File: src/rtl/bk_mem_arbiter.sv
// Multi-port SRAM arbiter with a guaranteed two-clock video fetch at the start of every slot.
// Define MEM_ARB_ROUND_ROBIN_EN for rotating priority; otherwise the lowest port index wins.
module bk_mem_arbiter #(
  parameter int NPORTS       = 3,
  parameter int AW           = 18,
  parameter int DW           = 16,
  parameter int VSLOT_PERIOD = 16
) (
  input  logic                 clk25,
  input  logic                 reset_in,
  input  logic [NPORTS-1:0]    req_i,
  input  logic [NPORTS-1:0]    we_i,
  input  logic [2*NPORTS-1:0]  be_i,
  input  logic [NPORTS*AW-1:0] addr_i,
  input  logic [NPORTS*DW-1:0] wdata_i,
  output logic [NPORTS-1:0]    ack_o,
  output logic [DW-1:0]        rdata_o,
  input  logic [AW-1:0]        vid_addr_i,
  output logic [DW-1:0]        vid_data_o,
  output logic                 vid_valid_o,
  output logic [AW-1:0]        ram_addr,
  output logic [DW-1:0]        ram_dq_o,
  output logic                 ram_dq_oe,
  input  logic [DW-1:0]        ram_dq_i,
  output logic                 ram_we_n,
  output logic                 ram_oe_n,
  output logic                 ram_lb_n,
  output logic                 ram_ub_n
);

  localparam int CW = $clog2(VSLOT_PERIOD);
  localparam int IW = (NPORTS > 1) ? $clog2(NPORTS) : 1;
  localparam logic [CW-1:0] SLOT_LAST = CW'(VSLOT_PERIOD - 1);
  localparam logic [CW-1:0] ARB_LO    = CW'(2);
  localparam logic [CW-1:0] ARB_HI    = CW'(VSLOT_PERIOD - 3);

  typedef enum logic [1:0] {IDLE, VID, ACC1, ACC2} state_t;

  state_t              r_state, w_nextState;
  logic [CW-1:0]       r_cnt;
  logic [IW-1:0]       r_port;
  logic                r_we;
  logic [1:0]          r_be;
  logic [AW-1:0]       r_addr;
  logic [DW-1:0]       r_wdata;
  logic [AW-1:0]       r_addrHold;
  logic [NPORTS-1:0]   r_ack;
  logic [DW-1:0]       r_rdata;
  logic [DW-1:0]       r_vidData;
  logic                r_vidValid;

  logic [NPORTS-1:0]   w_reqMasked;
  logic [IW-1:0]       w_base;
  logic [IW-1:0]       w_scanIdx;
  logic [IW-1:0]       w_grantIdx;
  logic                w_grantValid;
  logic                w_grant;
  logic [AW-1:0]       w_ramAddr;
  logic                w_weN, w_oeN, w_lbN, w_ubN, w_dqOe;

`ifdef MEM_ARB_ROUND_ROBIN_EN
  logic [IW-1:0]       r_rrPtr;

  // Priority starts just after the most recently granted port.
  always_ff @(posedge clk25) begin
    if (reset_in)
      r_rrPtr <= '0;
    else if (w_grant)
      r_rrPtr <= (int'(w_grantIdx) == NPORTS - 1) ? '0 : w_grantIdx + IW'(1);
  end

  assign w_base = r_rrPtr;
`else
  assign w_base = '0;
`endif

  // A port being acked this cycle must not be re-granted off its stale request.
  always_comb begin
    w_reqMasked  = req_i & ~r_ack;
    w_grantValid = 1'b0;
    w_grantIdx   = '0;
    w_scanIdx    = '0;
    for (int i = 0; i < NPORTS; i++) begin
      w_scanIdx = IW'((int'(w_base) + i) % NPORTS);
      if (!w_grantValid && w_reqMasked[w_scanIdx]) begin
        w_grantValid = 1'b1;
        w_grantIdx   = w_scanIdx;
      end
    end
  end

  // Grants stop at VSLOT_PERIOD-3 so ACC2 always ends before the next video fetch.
  always_comb begin
    w_nextState = r_state;
    w_grant     = 1'b0;
    case (r_state)
      IDLE: begin
        if (r_cnt == SLOT_LAST)
          w_nextState = VID;
        else if (r_cnt >= ARB_LO && r_cnt <= ARB_HI && w_grantValid) begin
          w_nextState = ACC1;
          w_grant     = 1'b1;
        end
      end
      VID:     if (r_cnt == CW'(1)) w_nextState = IDLE;
      ACC1:    w_nextState = ACC2;
      ACC2:    w_nextState = (r_cnt == SLOT_LAST) ? VID : IDLE;
      default: w_nextState = IDLE;
    endcase
  end

  always_comb begin
    w_ramAddr = r_addrHold;
    w_weN     = 1'b1;
    w_oeN     = 1'b1;
    w_lbN     = 1'b1;
    w_ubN     = 1'b1;
    w_dqOe    = 1'b0;
    case (r_state)
      VID: begin
        w_ramAddr = vid_addr_i;
        w_oeN     = 1'b0;
        w_lbN     = 1'b0;
        w_ubN     = 1'b0;
      end
      ACC1, ACC2: begin
        w_ramAddr = r_addr;
        w_lbN     = ~r_be[0];
        w_ubN     = ~r_be[1];
        if (r_we) begin
          w_dqOe = 1'b1;
          w_weN  = (r_state != ACC1);
        end else begin
          w_oeN  = 1'b0;
        end
      end
      default: ;
    endcase
  end

  always_ff @(posedge clk25) begin
    if (reset_in) begin
      r_state    <= IDLE;
      r_cnt      <= '0;
      r_port     <= '0;
      r_we       <= 1'b0;
      r_be       <= '0;
      r_addr     <= '0;
      r_wdata    <= '0;
      r_addrHold <= '0;
      r_ack      <= '0;
      r_rdata    <= '0;
      r_vidData  <= '0;
      r_vidValid <= 1'b0;
    end else begin
      r_state    <= w_nextState;
      r_cnt      <= r_cnt + CW'(1);
      r_addrHold <= w_ramAddr;
      r_ack      <= '0;
      r_vidValid <= (r_state == VID) && (r_cnt == CW'(1));
      if (r_state == VID && r_cnt == CW'(1))
        r_vidData <= ram_dq_i;
      if (r_state == ACC2) begin
        r_ack[r_port] <= 1'b1;
        if (!r_we)
          r_rdata <= ram_dq_i;
      end
      if (w_grant) begin
        r_port  <= w_grantIdx;
        r_we    <= we_i[w_grantIdx];
        r_be    <= be_i[int'(w_grantIdx)*2 +: 2];
        r_addr  <= addr_i[int'(w_grantIdx)*AW +: AW];
        r_wdata <= wdata_i[int'(w_grantIdx)*DW +: DW];
      end
    end
  end

  assign ack_o       = r_ack;
  assign rdata_o     = r_rdata;
  assign vid_data_o  = r_vidData;
  assign vid_valid_o = r_vidValid;
  assign ram_addr    = w_ramAddr;
  assign ram_dq_o    = r_wdata;
  assign ram_dq_oe   = w_dqOe;
  assign ram_we_n    = w_weN;
  assign ram_oe_n    = w_oeN;
  assign ram_lb_n    = w_lbN;
  assign ram_ub_n    = w_ubN;

endmodule

File: config.mk
export PLATFORM = sky130hd
export DESIGN_NAME = bk_mem_arbiter
export DESIGN_NICKNAME = d
export VERILOG_FILES = /design/src/rtl/bk_mem_arbiter.sv
export SDC_FILE = /design/constraint.sdc
export NUM_CORES = 1
export LEC_CHECK = 0
export ABC_AREA = 1
export CORE_MARGIN = 4
export CORE_UTILIZATION = 39
export DETAILED_ROUTE_END_ITERATION = 10
export GPL_TIMING_DRIVEN = 0
export PLACE_DENSITY = 0.87
export SLEW_MARGIN = 40
export SYNTH_ARGS = -nofsm -noshare
export SYNTH_HDL_FRONTEND = slang
export SYNTH_SLANG_ARGS = --single-unit
File: constraint.sdc
create_clock -name clk25 -period 1.3 [get_ports clk25]
set_input_delay 0.39 -clock clk25 [delete_from_list [all_inputs] [get_ports clk25]]
set_output_delay 0.39 -clock clk25 [all_outputs]
set_load 0.005 [all_outputs]
==> results.md <==
- The flow ran to the end, but the final reports show violations.
- The final reports fail on negative setup slack.
- 225 I/O pins were placed.
- The total number of yosys warnings is 0.
- The residual DRC count is 0.
- Setup repair after global routing could not meet its margin everywhere.
- The fill cell total of the finished layout is roughly 900.
- The number of sinks driven by the clock tree is 99.
- Setup violations remaining at the end of the flow were counted as 85.
- The initial cell density of the core is 0.404.
- At the end of routability-driven placement, the weighted congestion stood at a little under 0.9.
- The length of the first detailed-routing pass in iterations is 5.
- Across every metal layer, demand over resource in global routing totals 0.284.
- The slew of the pin with the lowest slew margin is 0.570 ns.
- The share of the clock period used by the worst path is 1.50.
- In this run the number of H-tree levels came out at 3.
- Data on the critical path is required at its endpoint by about 0.91 ns.
- The critical path goes through inv_4 -> nor2_4 -> buf_6 -> buf_12 -> buf_12 -> nand2_4 -> o211ai_4 -> buf_2.
- The switching power as a share of total power is 0.344.
- The critical path class is reg2out.
- A synthesized cell averages 6.50 um^2.
- The first-iteration detailed-routing DRC count is between 400 and 500.
- The net switching power figure is ~4300 uW.
- The maximum operating frequency is 514 MHz.
- The CTS tree is done.
- The floorplan die height is roughly 120 um.
- The cell area that synthesis handed to floorplanning was roughly 5200 um^2.
- The clock network fraction of design power is 0.235.
- The maximum VDD drop is ~0.94 mV.
- The synthesis-to-layout area growth is 84.6%.
- The max-slew violation count came to 0.
- The via total after detailed routing is between 6000 and 7000.
- After floorplanning, the core was sized to cover 12800 um^2.
- On the final layout, the worst hold slack is about 0.41 ns.
- The half-perimeter wire length after placement is around 14000 um.
- For this run, the share of the core covered by cells in the final layout is 0.745.
- Dividing the detail-routed wire length by the instance count gives 17.9 um.
- The number of antenna diodes in the final layout is 0.
- The number of buffers on the longest clock path is 2.
- The leakage dissipation is 0.00443 uW.
- The cell chosen for the clock root is sky130_fd_sc_hd__clkbuf_16.
- The number of nets still failing antenna checks after routing is 0.
- For the final database, setup skew stands at between 0.005 and 0.006 ns.
- STA classifies the critical path endpoint as a primary output.
- The number of global-route vias before repair was approximately 6700.
- Entering global routing, the biggest net connects 17 pins.
- Across the run, the number of max-cap violations was 0.
- The peak per-stage delay on the critical path is approximately 0.39 ns.
- The sum of overflow across all layers after global routing is 0.
- The tightest min-delay check is of the in2reg type.
- The first-pass GRT wire length is ~33000 um.
- Along the worst path, the maximum fanout reaches 5.
- The placement row count is between 40 and 50.
- The combinational fraction of design power is 0.467.
- The area used by multi-input combinational logic is ~3300 um^2.
- For the worst setup path, the data arrival time is between 1.5 and 2 ns.
- The number of nets in the final layout is between 1000 and 1500.
- Clock-pin slew was measured on the worst setup and hold paths at approximately 0.070 ns.
- The number of antenna violations at the first check in global routing is 0.
- The register cell area after layout is 2040 um^2.
- The chip width is roughly 120 um.
- The power per cell area is around 1300 nW/um^2.
- The critical path launch point type is a flop.
- Clock tree synthesis inserted a total of 9 buffers.
- Counting every instance in the synthesized netlist gives 797.
- The number of failing hold endpoints at the final stage is 0.
- The clock latency on the worst-skew pair is roughly 0.35 ns.
- The most numerous cell type found on the critical path is sky130_fd_sc_hd__buf_12.
- Of the total power, registers draw 0.298.
- After synthesis the netlist holds a flip-flop and latch count of 99.
- The design internal power is a little over 8000 uW.
- The number of vias per cell after detailed routing is ~5.2.
- The die covers ~15000 um^2.
- The post-synthesis cell type count is 25.
- The post-detailed-routing wire length is about 23000 um.
- The count of port buffers added during placement is 223.
- The fraction of layout instances using a drive strength above 1 is 0.389.
- The largest individual stage delay along the critical path comes from the cell sky130_fd_sc_hd__dfxtp_4.
- The post-synth net total is 951.
- The headroom to the max-slew limit is 0.620.
- The minimum clock period is slightly below 2 ns.
- For this run, the register share of the synthesized area comes to 0.383.
- The setup TNS after final layout is -25.71 ns.
- The final worst setup slack is -0.645 ns.
==> critical path, delay by kind of cell (launching register included) <==
family | cells | cell delay, ns
AO/OA/AOI/OAI | 1 | 0.07
buffers and inverters | 5 | 0.59
flip-flops | 1 | 0.39
AND/OR/NAND/NOR | 2 | 0.15
==> sequential cells by signal (all words and copies together), names as in the netlist, 3 cells and up <==
| signal | cells |
|---|---|
| ram_dq_o | 16 |
| r_cnt | 4 |
| r_addrHold | 18 |
| r_addr | 18 |
| vid_data_o | 16 |
| ack_o | 3 |
| rdata_o | 16 |
==> final cells by class <==
| class | instances | area share |
|---|---|---|
| Clock buffer | 11 | 0.0243 |
| Sequential cell | 99 | 0.214 |
| Tap cell | 172 | 0.0225 |
| Multi-Input combinational cell | 562 | 0.341 |
| Timing Repair Buffer | 299 | 0.298 |
| Buffer | 57 | 0.0581 |
| Clock inverter | 5 | 0.00890 |
| Inverter | 77 | 0.0336 |
==> repair_timing <==
action / 4_1_cts / 5_1_grt
pin swaps: 59 / 34
gates resized for setup: 466 / 186
gates cloned: 15 / 2
hold buffers: 0 / 0
setup buffers: 57 / 10
hold endpoints to repair: 0 / 0
setup endpoints to repair: 141 / 144
==> cells in the mapped netlist, drive strengths merged <==
cell / instances / share of area
dfxtp: 99 / 0.38
nand4: 37 / 0.045
a21oi: 40 / 0.039
buf: 49 / 0.056
nor3: 4 / 0.0039
o211ai: 18 / 0.035
nor2: 156 / 0.12
nand2: 186 / 0.14
clkbuf: 10 / 0.0075
ha: 4 / 0.0097
o21ai: 37 / 0.036
nand3: 79 / 0.077
xnor2: 1 / 0.0017
inv: 77 / 0.056
==> power by group through the flow <==
stage / clock network [uW] / registers [uW] / logic, uW
2_1_floorplan: 0 / 3680 / 1940
3_3_place_gp: 0 / 3680 / 3590
3_5_place_dp: 0 / 3690 / 3650
4_1_cts: 2940 / 3670 / 5200
5_1_grt: 3060 / 3740 / 6200
6_report: 2930 / 3710 / 5820
==> through the flow <==
step	total power (uW)	worst slack, ns	area (um^2)	instances
5_1_grt	13000	-0.697	9560	1282
4_1_cts	11800	-0.592	9330	1278
6_report	12500	-0.645	9560	1282
3_3_place_gp	7270	-0.796	7670	1192
3_5_place_dp	7340	-0.815	7670	1192
2_1_floorplan	5620	-0.0193	5230	797
==> final timing paths <==
check,endpoint,slack [ns],startpoint,depth (start not counted)
max,ram_addr[6],-0.64,r_state[0],8
min reg2reg,ack_o[1],0.46,r_port[1],1
min,r_cnt[0],0.41,reset_in,2
max reg2reg,r_addrHold[0],-0.59,r_state[1],14
==> cells by family after synthesis <==
| group | synth area share |
|---|---|
| compound gates | 0.109 |
| xor+xnor | 0.00169 |
| fa+ha+maj | 0.00966 |
| buf+inv | 0.119 |
| flops | 0.383 |
| simple gates | 0.378 |
==> cell usage in the layout (no fill, tap or decap), types with 26 or more instances in the layout <==
cell                              instances
sky130_fd_sc_hd__nand2_1                 96
sky130_fd_sc_hd__dfxtp_1                 59
sky130_fd_sc_hd__buf_4                   39
sky130_fd_sc_hd__nor2_2                  29
sky130_fd_sc_hd__nand4_1                 37
sky130_fd_sc_hd__nand2_4                 28
sky130_fd_sc_hd__nor2_1                 118
sky130_fd_sc_hd__buf_2                   43
sky130_fd_sc_hd__o21ai_0                 34
sky130_fd_sc_hd__nand3_1                 63
sky130_fd_sc_hd__a21oi_1                 33
sky130_fd_sc_hd__buf_6                   55
sky130_fd_sc_hd__nand2_2                 62
sky130_fd_sc_hd__clkbuf_2                26
sky130_fd_sc_hd__dfxtp_2                 36
sky130_fd_sc_hd__inv_1                   58
sky130_fd_sc_hd__clkdlybuf4s50_1        146
==> per-layer routing <==
metal / track usage / vias up / routed length, um
met5: 0 / - / 0
met3: 0.0938 / 85 / 2270
met2: 0.494 / 332 / 11300
met4: 0.147 / 0 / 910
li1: - / 3184 / -
met1: 0.306 / 3119 / 8390
No activity file was read; power rests on OpenSTA's default activity.
